==> config.mk <==
export PLATFORM = sky130hd
export DESIGN_NAME = regfile_write_arbiter_flat
export DESIGN_NICKNAME = d
export VERILOG_FILES = /design/src/rtl/regfile_write_arbiter_if.sv /design/src/rtl/regfile_write_arbiter.sv /design/src/flat_wrapper.sv
export SDC_FILE = /design/constraint.sdc
export NUM_CORES = 1
export LEC_CHECK = 0
export ABC_AREA = 1
export CELL_PAD_IN_SITES_DETAIL_PLACEMENT = 2
export CELL_PAD_IN_SITES_GLOBAL_PLACEMENT = 2
export CORE_UTILIZATION = 37
export DETAILED_ROUTE_END_ITERATION = 10
export DONT_BUFFER_PORTS = 1
export PLACE_DENSITY = 0.86
export SETUP_SLACK_MARGIN = 0.3
export SLEW_MARGIN = 20
export SYNTH_ARGS = -nofsm -noshare
export SYNTH_HDL_FRONTEND = slang
export SYNTH_SLANG_ARGS = --single-unit
==> constraint.sdc <==
create_clock -name clk -period 5.4 [get_ports clk]
set_clock_uncertainty 0.15 [all_clocks]
set_input_delay 1.62 -clock clk [delete_from_list [all_inputs] [get_ports clk]]
set_output_delay 1.62 -clock clk [all_outputs]
set_load 0.05 [all_outputs]
==> src/rtl/regfile_write_arbiter_if.sv <==
// -----------------------------------------------------------------------------
// regfile_write_arbiter_if
//   Bundles the two requester handshakes and the shared register-file write
//   port used by regfile_write_arbiter.
//
//   Requester port 0 (pipeline write-back):
//     wb_valid / wb_ready / wb_addr / wb_data
//   Requester port 1 (auxiliary unit):
//     aux_valid / aux_ready / aux_addr / aux_data
//   Register-file side (registered by the arbiter):
//     RegWrite / write_reg / write_data
//   Status:
//     busy : a holding buffer is occupied or a write is being issued
//
//   Modports:
//     master : the requester / register-file environment
//     slave  : the arbiter itself
// -----------------------------------------------------------------------------
interface regfile_write_arbiter_if #(
  parameter int DATA_W = 32,
  parameter int ADDR_W = 5
);

  // Port 0: pipeline write-back stage
  logic              wb_valid;
  logic              wb_ready;
  logic [ADDR_W-1:0] wb_addr;
  logic [DATA_W-1:0] wb_data;

  // Port 1: auxiliary unit
  logic              aux_valid;
  logic              aux_ready;
  logic [ADDR_W-1:0] aux_addr;
  logic [DATA_W-1:0] aux_data;

  // Shared register-file write port
  logic              RegWrite;
  logic [ADDR_W-1:0] write_reg;
  logic [DATA_W-1:0] write_data;

  // Activity indication
  logic              busy;

  modport master (
    output wb_valid, wb_addr, wb_data,
    output aux_valid, aux_addr, aux_data,
    input  wb_ready, aux_ready,
    input  RegWrite, write_reg, write_data, busy
  );

  modport slave (
    input  wb_valid, wb_addr, wb_data,
    input  aux_valid, aux_addr, aux_data,
    output wb_ready, aux_ready,
    output RegWrite, write_reg, write_data, busy
  );

endinterface : regfile_write_arbiter_if

==> src/rtl/regfile_write_arbiter.sv <==
// -----------------------------------------------------------------------------
// regfile_write_arbiter
//   Shares the single register-file write port between two requesters:
//     port 0 = pipeline write-back stage
//     port 1 = auxiliary unit (multi-cycle ALU / debug loader)
//   Each port owns a one-entry holding buffer behind a valid/ready handshake.
//   A round-robin arbiter drains one buffer per cycle into the registered
//   write-port outputs, so the register file sees at most one write per cycle
//   and contending ports alternate strictly.
//
//   Parameters:
//     DATA_W    : write data width
//     ADDR_W    : register index width
//     DROP_ZERO : 1 -> writes to register 0 are accepted and consumed but the
//                 write enable is never raised for them
//
//   Ports:
//     clk : rising-edge clock
//     rst : asynchronous active-high reset; discards buffered writes and
//           drops RegWrite immediately
//     bus : regfile_write_arbiter_if.slave (handshakes + write port + busy)
// -----------------------------------------------------------------------------
module regfile_write_arbiter #(
  parameter int DATA_W    = 32,
  parameter int ADDR_W    = 5,
  parameter bit DROP_ZERO = 1'b1
) (
  input  logic                      clk,
  input  logic                      rst,
  regfile_write_arbiter_if.slave    bus
);

  localparam int NUM_PORTS = 2;

  // ---------------------------------------------------------------------------
  // Helpers
  // ---------------------------------------------------------------------------

  // A buffered write is swallowed (consumed without a write enable) when it
  // targets the hard-wired zero register and dropping is enabled.
  function automatic logic is_dropped(input logic [ADDR_W-1:0] addr);
    return DROP_ZERO && (addr == {ADDR_W{1'b0}});
  endfunction

  // ---------------------------------------------------------------------------
  // State
  // ---------------------------------------------------------------------------
  logic [NUM_PORTS-1:0] buf_valid_r;
  logic [ADDR_W-1:0]    buf_addr_r [NUM_PORTS];
  logic [DATA_W-1:0]    buf_data_r [NUM_PORTS];
  logic                 last_grant_r;   // port that won the most recent grant

  logic                 reg_write_r;
  logic [ADDR_W-1:0]    write_reg_r;
  logic [DATA_W-1:0]    write_data_r;

  // ---------------------------------------------------------------------------
  // Combinational signals
  // ---------------------------------------------------------------------------
  logic [NUM_PORTS-1:0] req_valid_s;
  logic [ADDR_W-1:0]    req_addr_s [NUM_PORTS];
  logic [DATA_W-1:0]    req_data_s [NUM_PORTS];
  logic                 grant_valid_s;
  logic                 grant_id_s;
  logic [NUM_PORTS-1:0] drain_s;
  logic [NUM_PORTS-1:0] ready_s;
  logic [NUM_PORTS-1:0] accept_s;

  // Gather both requester ports into indexable form.
  always_comb begin
    req_valid_s[0] = bus.wb_valid;
    req_addr_s[0]  = bus.wb_addr;
    req_data_s[0]  = bus.wb_data;
    req_valid_s[1] = bus.aux_valid;
    req_addr_s[1]  = bus.aux_addr;
    req_data_s[1]  = bus.aux_data;
  end

  // Round-robin grant: a lone occupant wins outright; on a tie the port that
  // did not win last time is chosen, which makes contending ports alternate.
  always_comb begin
    grant_valid_s = 1'b0;
    grant_id_s    = 1'b0;
    case (buf_valid_r)
      2'b01: begin
        grant_valid_s = 1'b1;
        grant_id_s    = 1'b0;
      end
      2'b10: begin
        grant_valid_s = 1'b1;
        grant_id_s    = 1'b1;
      end
      2'b11: begin
        grant_valid_s = 1'b1;
        grant_id_s    = ~last_grant_r;
      end
      default: begin
        grant_valid_s = 1'b0;
        grant_id_s    = 1'b0;
      end
    endcase
  end

  // Ready/accept per port. A buffer that is being drained this edge can take a
  // new request in the same edge, which is what sustains one write per cycle.
  // Ready depends only on registered state, never on the incoming valid.
  always_comb begin
    drain_s  = '0;
    ready_s  = '0;
    accept_s = '0;
    for (int p = 0; p < NUM_PORTS; p++) begin
      if (grant_valid_s && (grant_id_s == 1'(p))) begin
        drain_s[p] = 1'b1;
      end else begin
        drain_s[p] = 1'b0;
      end
      ready_s[p]  = !buf_valid_r[p] || drain_s[p];
      accept_s[p] = req_valid_s[p] && ready_s[p];
    end
  end

  // Holding buffers: capture on accept, release on drain. When both happen in
  // the same edge the new request overwrites the entry whose old contents are
  // simultaneously being issued below.
  always_ff @(posedge clk or posedge rst) begin
    if (rst) begin
      buf_valid_r <= '0;
      buf_addr_r  <= '{default: '0};
      buf_data_r  <= '{default: '0};
    end else begin
      for (int p = 0; p < NUM_PORTS; p++) begin
        if (accept_s[p]) begin
          buf_valid_r[p] <= 1'b1;
          buf_addr_r[p]  <= req_addr_s[p];
          buf_data_r[p]  <= req_data_s[p];
        end else if (drain_s[p]) begin
          buf_valid_r[p] <= 1'b0;
        end
      end
    end
  end

  // Write-port issue: present the granted entry to the register file. Index
  // and data follow the granted entry even when it is dropped; only the enable
  // is suppressed. With no grant the index/data simply hold.
  // last_grant resets to port 1 so that port 0 wins the first tie.
  always_ff @(posedge clk or posedge rst) begin
    if (rst) begin
      reg_write_r  <= 1'b0;
      write_reg_r  <= {ADDR_W{1'b0}};
      write_data_r <= {DATA_W{1'b0}};
      last_grant_r <= 1'b1;
    end else if (grant_valid_s) begin
      reg_write_r  <= !is_dropped(buf_addr_r[grant_id_s]);
      write_reg_r  <= buf_addr_r[grant_id_s];
      write_data_r <= buf_data_r[grant_id_s];
      last_grant_r <= grant_id_s;
    end else begin
      reg_write_r  <= 1'b0;
    end
  end

  // ---------------------------------------------------------------------------
  // Outputs
  // ---------------------------------------------------------------------------
  assign bus.wb_ready   = ready_s[0];
  assign bus.aux_ready  = ready_s[1];
  assign bus.RegWrite   = reg_write_r;
  assign bus.write_reg  = write_reg_r;
  assign bus.write_data = write_data_r;
  assign bus.busy       = (|buf_valid_r) | reg_write_r;

endmodule : regfile_write_arbiter

==> src/flat_wrapper.sv <==
// flat-port wrapper written by rule: the top's interface ports become plain ports
module regfile_write_arbiter_flat 
#(
  parameter int DATA_W    = 32,
  parameter int ADDR_W    = 5,
  parameter bit DROP_ZERO = 1'b1
)
  (clk, rst, bus_wb_valid, bus_wb_addr, bus_wb_data, bus_aux_valid, bus_aux_addr, bus_aux_data, bus_wb_ready, bus_aux_ready, bus_RegWrite, bus_write_reg, bus_write_data, bus_busy);
  regfile_write_arbiter_if #(.DATA_W(DATA_W), .ADDR_W(ADDR_W)) bus_i ();
  input  logic clk;
  input  logic rst;
  input wire logic [$bits(bus_i.wb_valid)-1:0] bus_wb_valid;
  input wire logic [$bits(bus_i.wb_addr)-1:0] bus_wb_addr;
  input wire logic [$bits(bus_i.wb_data)-1:0] bus_wb_data;
  input wire logic [$bits(bus_i.aux_valid)-1:0] bus_aux_valid;
  input wire logic [$bits(bus_i.aux_addr)-1:0] bus_aux_addr;
  input wire logic [$bits(bus_i.aux_data)-1:0] bus_aux_data;
  output wire logic [$bits(bus_i.wb_ready)-1:0] bus_wb_ready;
  output wire logic [$bits(bus_i.aux_ready)-1:0] bus_aux_ready;
  output wire logic [$bits(bus_i.RegWrite)-1:0] bus_RegWrite;
  output wire logic [$bits(bus_i.write_reg)-1:0] bus_write_reg;
  output wire logic [$bits(bus_i.write_data)-1:0] bus_write_data;
  output wire logic [$bits(bus_i.busy)-1:0] bus_busy;
  assign bus_i.wb_valid = bus_wb_valid;
  assign bus_i.wb_addr = bus_wb_addr;
  assign bus_i.wb_data = bus_wb_data;
  assign bus_i.aux_valid = bus_aux_valid;
  assign bus_i.aux_addr = bus_aux_addr;
  assign bus_i.aux_data = bus_aux_data;
  assign bus_wb_ready = bus_i.wb_ready;
  assign bus_aux_ready = bus_i.aux_ready;
  assign bus_RegWrite = bus_i.RegWrite;
  assign bus_write_reg = bus_i.write_reg;
  assign bus_write_data = bus_i.write_data;
  assign bus_busy = bus_i.busy;
  regfile_write_arbiter #(.DATA_W(DATA_W), .ADDR_W(ADDR_W), .DROP_ZERO(DROP_ZERO)) u_core (.clk(clk), .rst(rst), .bus(bus_i));
endmodule
==> reports/qor.csv, run 1 <==
stage,metric,value,unit
global_route,grt_max_degree,72,
worst_hold_path,worstHoldStart,u_core.buf_addr_r[9],
setup_path,crit_path_end_kind,output port,
synthesis,synth_area_leader_cell,dfrtp_1,
timing,slew_viol_final,0,
worst_hold_path,min_delay_worst_endpoint,u_core.buf_addr_r[9],
setup_path,required,3.63,ns
die,fp.dieH,115,um
cts,cts_tree,done,
placement,dp_slack,2.05,ns
cts,clock_path_buffers,2,
cts,clk_pin_slew,0.06,ns
timing,min_period_over_period,69.9,%
routing,drt-initial-drc-count,139,
die,ios,119,
routing,wl_per_cell,19.8,um
timing,max_freq,265,MHz
pwr,powerDensity,785,nW/um2
timing,rsz0062_at_grt,no,
placement,port_buffers,0,
die,die_w,115,um
die,initial_core_util,37.8,%
setup_path,path_class,flip-flop to output port,
synthesis,ys_top_cells_by_area,"dfrtp_1 (60%), nand2_1 (10%), nand3_1 (8.5%)",
pwr,leakagePower,0.00261,uW
cells_and_area,fin_cells,687,
cts,post_cts_buffers,0,
pwr,cell_internal_pwr,2360,uW
cells_and_area,syn_to_final_growth,14.2,%
pwr,p_clk_share,27.4,%
setup_path,rr_worst_depth,7,
outcome,status,"complete, no violations",
routing,drt-total-wl,13600,um
setup_path,r2r-end,u_core.buf_data_r[22],
cells_and_area,largest_register,u_core.buf_data_r,
cells_and_area,layout-drive-gt1-share,9.13,%
timing,hold_viol,0,
pwr,total_power,4260,uW
pwr,comb_power_share,25.5,%
synthesis,ys_ff_latch,115,
synthesis,synth_top_area_share,60.0,%
timing,min_period,3.78,ns
synthesis,synthCells,513,
timing,finalSetupViolCount,0,
global_route,grt_pass1_vias,4056,
routing,vias_per_cell,5.28,
worst_hold_path,holdCritPathClass,flip-flop to flip-flop,
timing,finalSetupTns,0,ns
routing,vias,3628,
die,coreArea,12600,um2
job,max_cap_viol_count,0,
global_route,grt_pass1_wl,22200,um
timing,relSlewSlack,45.8,%
setup_path,crit_fanout,71,
placement,dpl.hpwl,8810,um
setup_path,rr_startpoint,u_core.last_grant_r,
routing,first_pass_iters,4,
cells_and_area,layout.nets,580,
synthesis,yosys_warnings,0,
cts,cts_root_buf,clkbuf_16,
synthesis,seq_area_frac_synth,60.6,%
worst_hold_path,hold_depth,2,
die,die-area,13300,um2
die,std_cell_rows,41,
global_route,grt_overflow,0,
pwr,p_seq_share,47.0,%
cells_and_area,largest_reg_flops,64,
synthesis,ys_types,20,
pwr,switching_share,44.5,%
cts,h-tree-depth,4,
routing,ant_nets,0,
setup_path,r2r_slack,2.23,ns
cts,numClockSinks,115,
pwr,p_sw,1900,uW
cells_and_area,n_antenna_cell,0,
timing,setup_ws,1.62,ns
routing,drc_errors,0,
global_route,track_usage,22.4,%
cts,cts_resized,0,
cts,clk-insertion-delay-late,0.41,ns
timing,tightest_slew,0.813,ns
pwr,ir_drop,316,uV
synthesis,syn-num-nets,591,
synthesis,syn_area,4750,um2
cts,cts_hold_buf,0,
cts,cts_buffers,17,
setup_path,critPathArrivalTime,2.01,ns
placement,gp_congestion,0.708,
placement,dp.cells,655,
global_route,antenna_found_initial,0,
synthesis,syn_avg_cell_area,9.26,um2
setup_path,cp-start-kind,flip-flop,
power by group through the flow:
stage | Clock, uW | Sequential, uW | Combinational [uW]
final | 1170 | 2000 | 1090
after global routing | 1230 | 2050 | 1250
after global placement | 0 | 2000 | 995
after floorplan | 0 | 1920 | 908
after CTS | 1190 | 2010 | 1120
after detailed placement | 0 | 2020 | 1100
cell usage after synthesis:
cell type,instances
a21oi_1,33
a31oi_1,4
buf_1,3
buf_2,20
buf_4,1
buf_6,7
clkbuf_1,5
clkinv_2,1
dfrtp_1,114
dfstp_2,1
inv_1,34
nand2_1,132
nand2_2,2
nand2_4,2
nand3_1,81
nor2_1,38
o211ai_1,31
o21ai_0,2
or2_1,1
or2_2,1
cell usage in the layout, fill, tap and decap left out, types with 3 or more instances in the layout:
| cell type | instances |
|---|---|
| dfrtp_1 | 114 |
| buf_4 | 6 |
| nor2_1 | 38 |
| o211ai_1 | 31 |
| a21oi_1 | 33 |
| clkbuf_16 | 17 |
| nand2_1 | 132 |
| nand3_1 | 80 |
| a31oi_1 | 4 |
| inv_1 | 33 |
| clkbuf_8 | 5 |
| bufinv_16 | 3 |
| clkinv_2 | 5 |
kinds of logic (layout without fill, tap and decap cells):
group                  count (synthesis)  count (layout)  synth area share [%]
AO/OA/AOI/OAI                         70              70                  9.11
buffers and inverters                 71              73                  7.35
flip-flops                           115             115                  60.6
AND/OR/NAND/NOR                      257             257                  23.0
per-stage QoR:
stage	hold slack (ns)	utilization, %	instance area (um2)
after floorplan	0.287	-	4750
after global placement	0.306	38.2	4800
after detailed placement	0.308	38.2	4800
after CTS	0.326	43.2	5430
after global routing	0.342	43.2	5430
final	0.323	43.2	5430
worst max-delay path by stage:
stage                              from              endpoint  slack (ns)  cells after the start
finish              u_core.last_grant_r         bus_aux_ready        1.62                      3
global route        u_core.last_grant_r         bus_aux_ready        1.49                      3
CTS                 u_core.last_grant_r         bus_aux_ready        1.59                      3
detailed placement  u_core.last_grant_r         bus_aux_ready        2.05                      3
global placement    u_core.last_grant_r         bus_aux_ready        2.12                      3
floorplan                           rst  u_core.buf_addr_r[0]        0.59                      1
worst max-delay path, stage by stage (launching register included):
cell and delay (ns):
dfstp_2 0.54, nand2_2 0.11, nand2_4 0.62, nand2_4 0.32
layout make-up:
class	instances	area (um2)
clock buffers	23	498
clock inverters	9	125
fillers	1336	7140
inverters	35	135
multi-input cells	327	1530
flip-flops and latches	115	2880
well taps	172	215
repair buffers	6	45.0
layer usage:
metal / up-vias / track usage [%] / wire, um
met5: - / 0 / 0
met4: 0 / 7.19 / 155
met3: 15 / 8.07 / 843
met2: 88 / 38.9 / 7130
met1: 1871 / 25.7 / 5500
li1: 1654 / - / -
(Power assumes the default switching activity.)
==> run 2, diff against run 1 <==
CORE_UTILIZATION = 34   (was 37)
PLACE_DENSITY = 0.84   (was 0.86)
clock period = 3.2 ns   (was 5.4 ns; I/O delays follow)
==> run 2 against run 1 <==
Compared with the run above: worst setup slack got worse by 1.2 ns; critical path depth decreased by 1; global-route usage decreased by 1.6 points; die area increased by 8.7%; largest cell class unchanged; largest power group unchanged; cell area increased by 1.2%; first-iteration DRC count decreased by 7.9%; cell count increased by 1.2%; clock power increased by 71%; sequential share of layout area decreased by 0.61 points; total power increased by 71%.
==> reports/qor.csv, run 2 (synthesized netlist as in run 1, its figures left out) <==
stage,metric,value,unit
cells_and_area,largest_register,u_core.buf_data_r,
die,die-area,14500,um2
routing,vias_per_cell,5.19,
setup_path,cp-start-kind,flip-flop,
worst_hold_path,holdCritPathClass,flip-flop to flip-flop,
routing,wl_per_cell,19.7,um
pwr,leakagePower,0.00264,uW
global_route,use_met3,7.17,%
die,fp.dieH,120,um
global_route,antenna_found_initial,0,
cells_and_area,syn_to_final_growth,15.6,%
placement,dp_slack,0.604,ns
global_route,track_usage,20.8,%
pwr,total_power,7270,uW
cells_and_area,final_core_util,40.8,%
cells_and_area,n_antenna_cell,0,
setup_path,crit_path_top_delay_cell,dfrtp_2,
die,std_cell_rows,42,
timing,hold_viol,0,
pwr,powerDensity,1320,nW/um2
routing,drc_errors,0,
cts,clk_pin_slew,0.05,ns
timing,holdWs,0.326,ns
cells_and_area,layout-drive-gt1-share,9.83,%
cells_and_area,layout_commonest_cell,nand2_1,
timing,min_period,2.79,ns
timing,finalSetupTns,0,ns
placement,port_buffers,0,
setup_path,crit_path_end_kind,output port,
timing,rsz0062_at_grt,no,
cts,cts_hold_buf,0,
global_route,grt_max_degree,71,
timing,slew_viol_final,0,
routing,ant_nets,0,
setup_path,required,2.09,ns
routing,drt-initial-drc-count,128,
setup_path,crit_fanout,9,
timing,setup_ws,0.410,ns
outcome,status,"complete, no violations",
global_route,grt_overflow,0,
cts,cts_buffers,17,
die,initial_core_util,35.3,%
setup_path,path_class,flip-flop to output port,
cts,h-tree-depth,4,
setup_path,cp_cell_sequence,or2_2 -> or2_2,
cells_and_area,layout.nets,584,
global_route,grt_use_met1,23.3,%
timing,min_period_over_period,87.2,%
placement,dpl.hpwl,8960,um
timing,max_freq,358,MHz
routing,first_pass_iters,4,
setup_path,critPathArrivalTime,1.68,ns
global_route,grt_pass1_wl,22500,um
global_route,grt_pass1_vias,4222,
pwr,ir_drop,449,uV
timing,finalSetupViolCount,0,
job,max_cap_viol_count,0,
setup_path,path_common_cell,or2_2,
die,ios,119,
global_route,met2_usage,36.5,%
timing,tightest_slew,0.739,ns
cts,cts_tree,done,
placement,gp_congestion,0.761,
cells_and_area,mostFrequentLayoutCells,"nand2_1 (132), dfrtp_1 (113), nand3_1 (80)",
die,coreArea,13500,um2
setup_path,slowest_delay,0.50,ns
cts,clk-insertion-delay-late,0.41,ns
cells_and_area,largest_reg_flops,64,
global_route,busiest_layer,met2,
cts,cts_root_buf,clkbuf_16,
cts,numClockSinks,115,
cts,clock_path_buffers,2,
routing,drt-total-wl,13700,um
die,die_w,120,um
routing,vias,3604,
timing,relSlewSlack,50.7,%
-- run 2: final timing paths --
| path | startpoint | end | slack [ns] | depth (start not counted) |
|---|---|---|---|---|
| setup / recovery | u_core.buf_valid_r[1] | bus_busy | 0.41 | 2 |
| hold / removal | u_core.buf_data_r[58] | u_core.buf_data_r[58] | 0.33 | 2 |
| setup reg to reg | u_core.buf_valid_r[1] | u_core.bus.RegWrite | 0.70 | 6 |
| hold reg to reg | u_core.buf_data_r[58] | u_core.buf_data_r[58] | 0.33 | 2 |
| max in group asynchronous | rst | u_core.last_grant_r | 1.83 | 2 |
| min in group asynchronous | rst | u_core.bus.write_data[24] | 0.34 | 1 |
-- run 2: power by group --
| part | switching (uW) | total [uW] | internal (uW) |
|---|---|---|---|
| registers | 1280 | 3390 | 2110 |
| clock network | 663 | 2000 | 1330 |
| logic | 1290 | 1880 | 591 |
-- run 2: routing by layer --
layer / up-vias / part of all wire, %
met5: - / 0
met1: 1832 / 40
met4: 0 / 1.7
met3: 16 / 5.5
met2: 93 / 52
li1: 1663 / -
-- run 2: critical path: cells and delay by family (launching register included) --
kind | cells | cell delay (ns)
flip-flops | 1 | 0.50
AND/OR/NAND/NOR | 2 | 0.76
-- run 2: through the flow --
stage               instances  instance area, um2
global placement          663                4860
CTS                       695                5480
floorplan                 513                4760
detailed placement        663                4860
global route              695                5490
finish                    695                5490
-- run 2: cell type report --
cell class	count	area, um2
Timing Repair Buffer	10	100
Clock inverter	11	158
Clock buffer	21	460
Inverter	35	136
Fill cell	1434	7960
Multi-Input combinational cell	327	1540
Tap cell	176	220
Sequential cell	115	2880
-- run 2: timing repair --
action,in CTS,in global routing
gates resized for setup,0,2
setup buffers,0,0
endpoints found under the setup margin,0,2
==> run 3, diff against run 2 <==
CELL_PAD_IN_SITES_DETAIL_PLACEMENT = 1   (was 2)
CELL_PAD_IN_SITES_GLOBAL_PLACEMENT = 1   (was 2)
CORE_UTILIZATION = 42   (was 34)
PLACE_DENSITY = 0.83   (was 0.84)
==> run 3 against run 2 <==
Compared with the run above: sequential power barely moved; sequential share of layout area rose by 1.5 points; cell count fell by 5.9%; hold slack got worse by 0.0024 ns; via count fell by 2.5%; die area fell by 19%; critical endpoint unchanged.
==> reports/qor.csv, run 3 (synthesized netlist as in run 1, its figures left out) <==
stage,metric,value,unit
routing,ant_nets,0,
global_route,grt_pass1_vias,3756,
cts,h-tree-depth,4,
routing,drt-initial-drc-count,188,
placement,placed_area,4790,um2
setup_path,rr_worst_depth,6,
setup_path,crit_path_end_kind,output port,
timing,rsz0062_at_grt,no,
die,ios,119,
global_route,grt_pass1_wl,19100,um
timing,min_period,2.82,ns
die,die_w,108,um
cts,post_cts_buffers,0,
timing,finalSetupTns,0,ns
pwr,total_power,6890,uW
cells_and_area,layout.nets,582,
setup_path,path_class,flip-flop to output port,
cells_and_area,mostFrequentLayoutCells,"nand2_1 (132), dfrtp_1 (114), nand3_1 (80)",
routing,vias_per_cell,5.37,
global_route,antenna_found_initial,0,
global_route,grt_overflow,0,
routing,met2_length,5930,um
cells_and_area,largest_register,u_core.buf_data_r,
cells_and_area,fin_area,5340,um2
setup_path,r2r_slack,0.66,ns
cells_and_area,layout-drive-gt1-share,8.75,%
die,std_cell_rows,38,
global_route,track_usage,21.7,%
routing,top_layer_used,met4,
routing,wl_per_cell,17.9,um
timing,slew_viol_final,0,
setup_path,cp-start-kind,flip-flop,
job,max_cap_viol_count,0,
cts,cts_root_buf,clkbuf_16,
timing,holdWs,0.323,ns
cts,numClockSinks,115,
cts,cts_resized,0,
outcome,status,"complete, no violations",
global_route,grt_max_degree,116,
cells_and_area,n_antenna_cell,0,
cts,cts_buffers,17,
placement,dp.cells,625,
timing,finalSetupViolCount,0,
pwr,ir_drop,495,uV
die,fp.dieH,108,um
routing,vias,3513,
cts,cts_hold_buf,0,
routing,wl_met1,5010,um
cells_and_area,largest_reg_flops,64,
cells_and_area,fin_cells,654,
setup_path,crit_fanout,9,
routing,first_pass_iters,4,
worst_hold_path,holdCritPathClass,flip-flop to flip-flop,
timing,min_period_over_period,88.1,%
cells_and_area,layout_commonest_cell,nand2_1,
setup_path,r2r-end,u_core.bus.RegWrite,
routing,drt-total-wl,11700,um
placement,port_buffers,0,
timing,relSlewSlack,53.3,%
pwr,powerDensity,1290,nW/um2
placement,gp_congestion,0.754,
setup_path,critPathArrivalTime,1.71,ns
die,coreArea,10900,um2
cells_and_area,syn_to_final_growth,12.3,%
routing,dr_wl_met3,624,um
setup_path,startpoint,u_core.buf_valid_r[1],
cts,cts_tree,done,
die,die-area,11700,um2
die,initial_core_util,43.5,%
cts,clk_pin_slew,0.05,ns
setup_path,required,2.09,ns
routing,drc_errors,0,
cts,clk-insertion-delay-late,0.40,ns
cts,clock_path_buffers,2,
timing,tightest_slew,0.701,ns
timing,hold_viol,0,
setup_path,cp-endpoint,bus_busy,
setup_path,rr_startpoint,u_core.buf_valid_r[1],
placement,dpl.hpwl,7630,um
timing,max_freq,355,MHz
pwr,leakagePower,0.00259,uW
[run 3: cell count changes in the layout (fill, tap and decap cells not counted), sizes merged]
cell      previous run  this run
clkinvlp             2         1
buf                 10         8
clkbuf              21        23
clkinv               7         6
bufinv               4         1
[run 3: how the worst min path moves through the flow]
stage / startpoint / to / slack, ns / depth (start not counted)
floorplan: u_core.buf_addr_r[3] / u_core.buf_addr_r[3] / 0.29 / 2
global placement: u_core.buf_data_r[52] / u_core.buf_data_r[52] / 0.30 / 2
detailed placement: u_core.buf_data_r[41] / u_core.buf_data_r[41] / 0.31 / 2
CTS: u_core.buf_data_r[41] / u_core.buf_data_r[41] / 0.32 / 2
global route: u_core.buf_data_r[45] / u_core.buf_data_r[45] / 0.34 / 2
finish: u_core.buf_data_r[57] / u_core.buf_data_r[57] / 0.32 / 2
[run 3: through the flow]
step,utilization [%],setup WS (ns)
floorplan,-,0.691
global placement,43.8,0.820
detailed placement,43.8,0.675
CTS,48.8,0.363
global route,48.8,0.324
finish,48.8,0.379
[run 3: cell type report]
type / instances / area (um2)
Inverter: 35 / 136
Fill cell: 1254 / 5600
Clock buffer: 23 / 488
Tap cell: 140 / 175
Sequential cell: 115 / 2880
Clock inverter: 6 / 55.1
Timing Repair Buffer: 8 / 72.6
Multi-Input combinational cell: 327 / 1530
[run 3: power by group]
part	switching, uW	internal (uW)	leakage (uW)
Clock	615	1130	0.000274
Sequential	1270	2110	0.00135
Combinational	1190	573	0.000966
[run 3: worst max-delay path, stage by stage, from the launching register on]
cell and delay (ns):
dfrtp_1 0.52, or2_2 0.36, or2_2 0.42
[run 3: metal layers]
layer  vias to the layer above  global-route usage, %
met5                         -                      0
li1                       1662                      -
met2                        89                   37.2
met3                        12                   6.63
met1                      1750                   25.6
met4                         0                   7.82
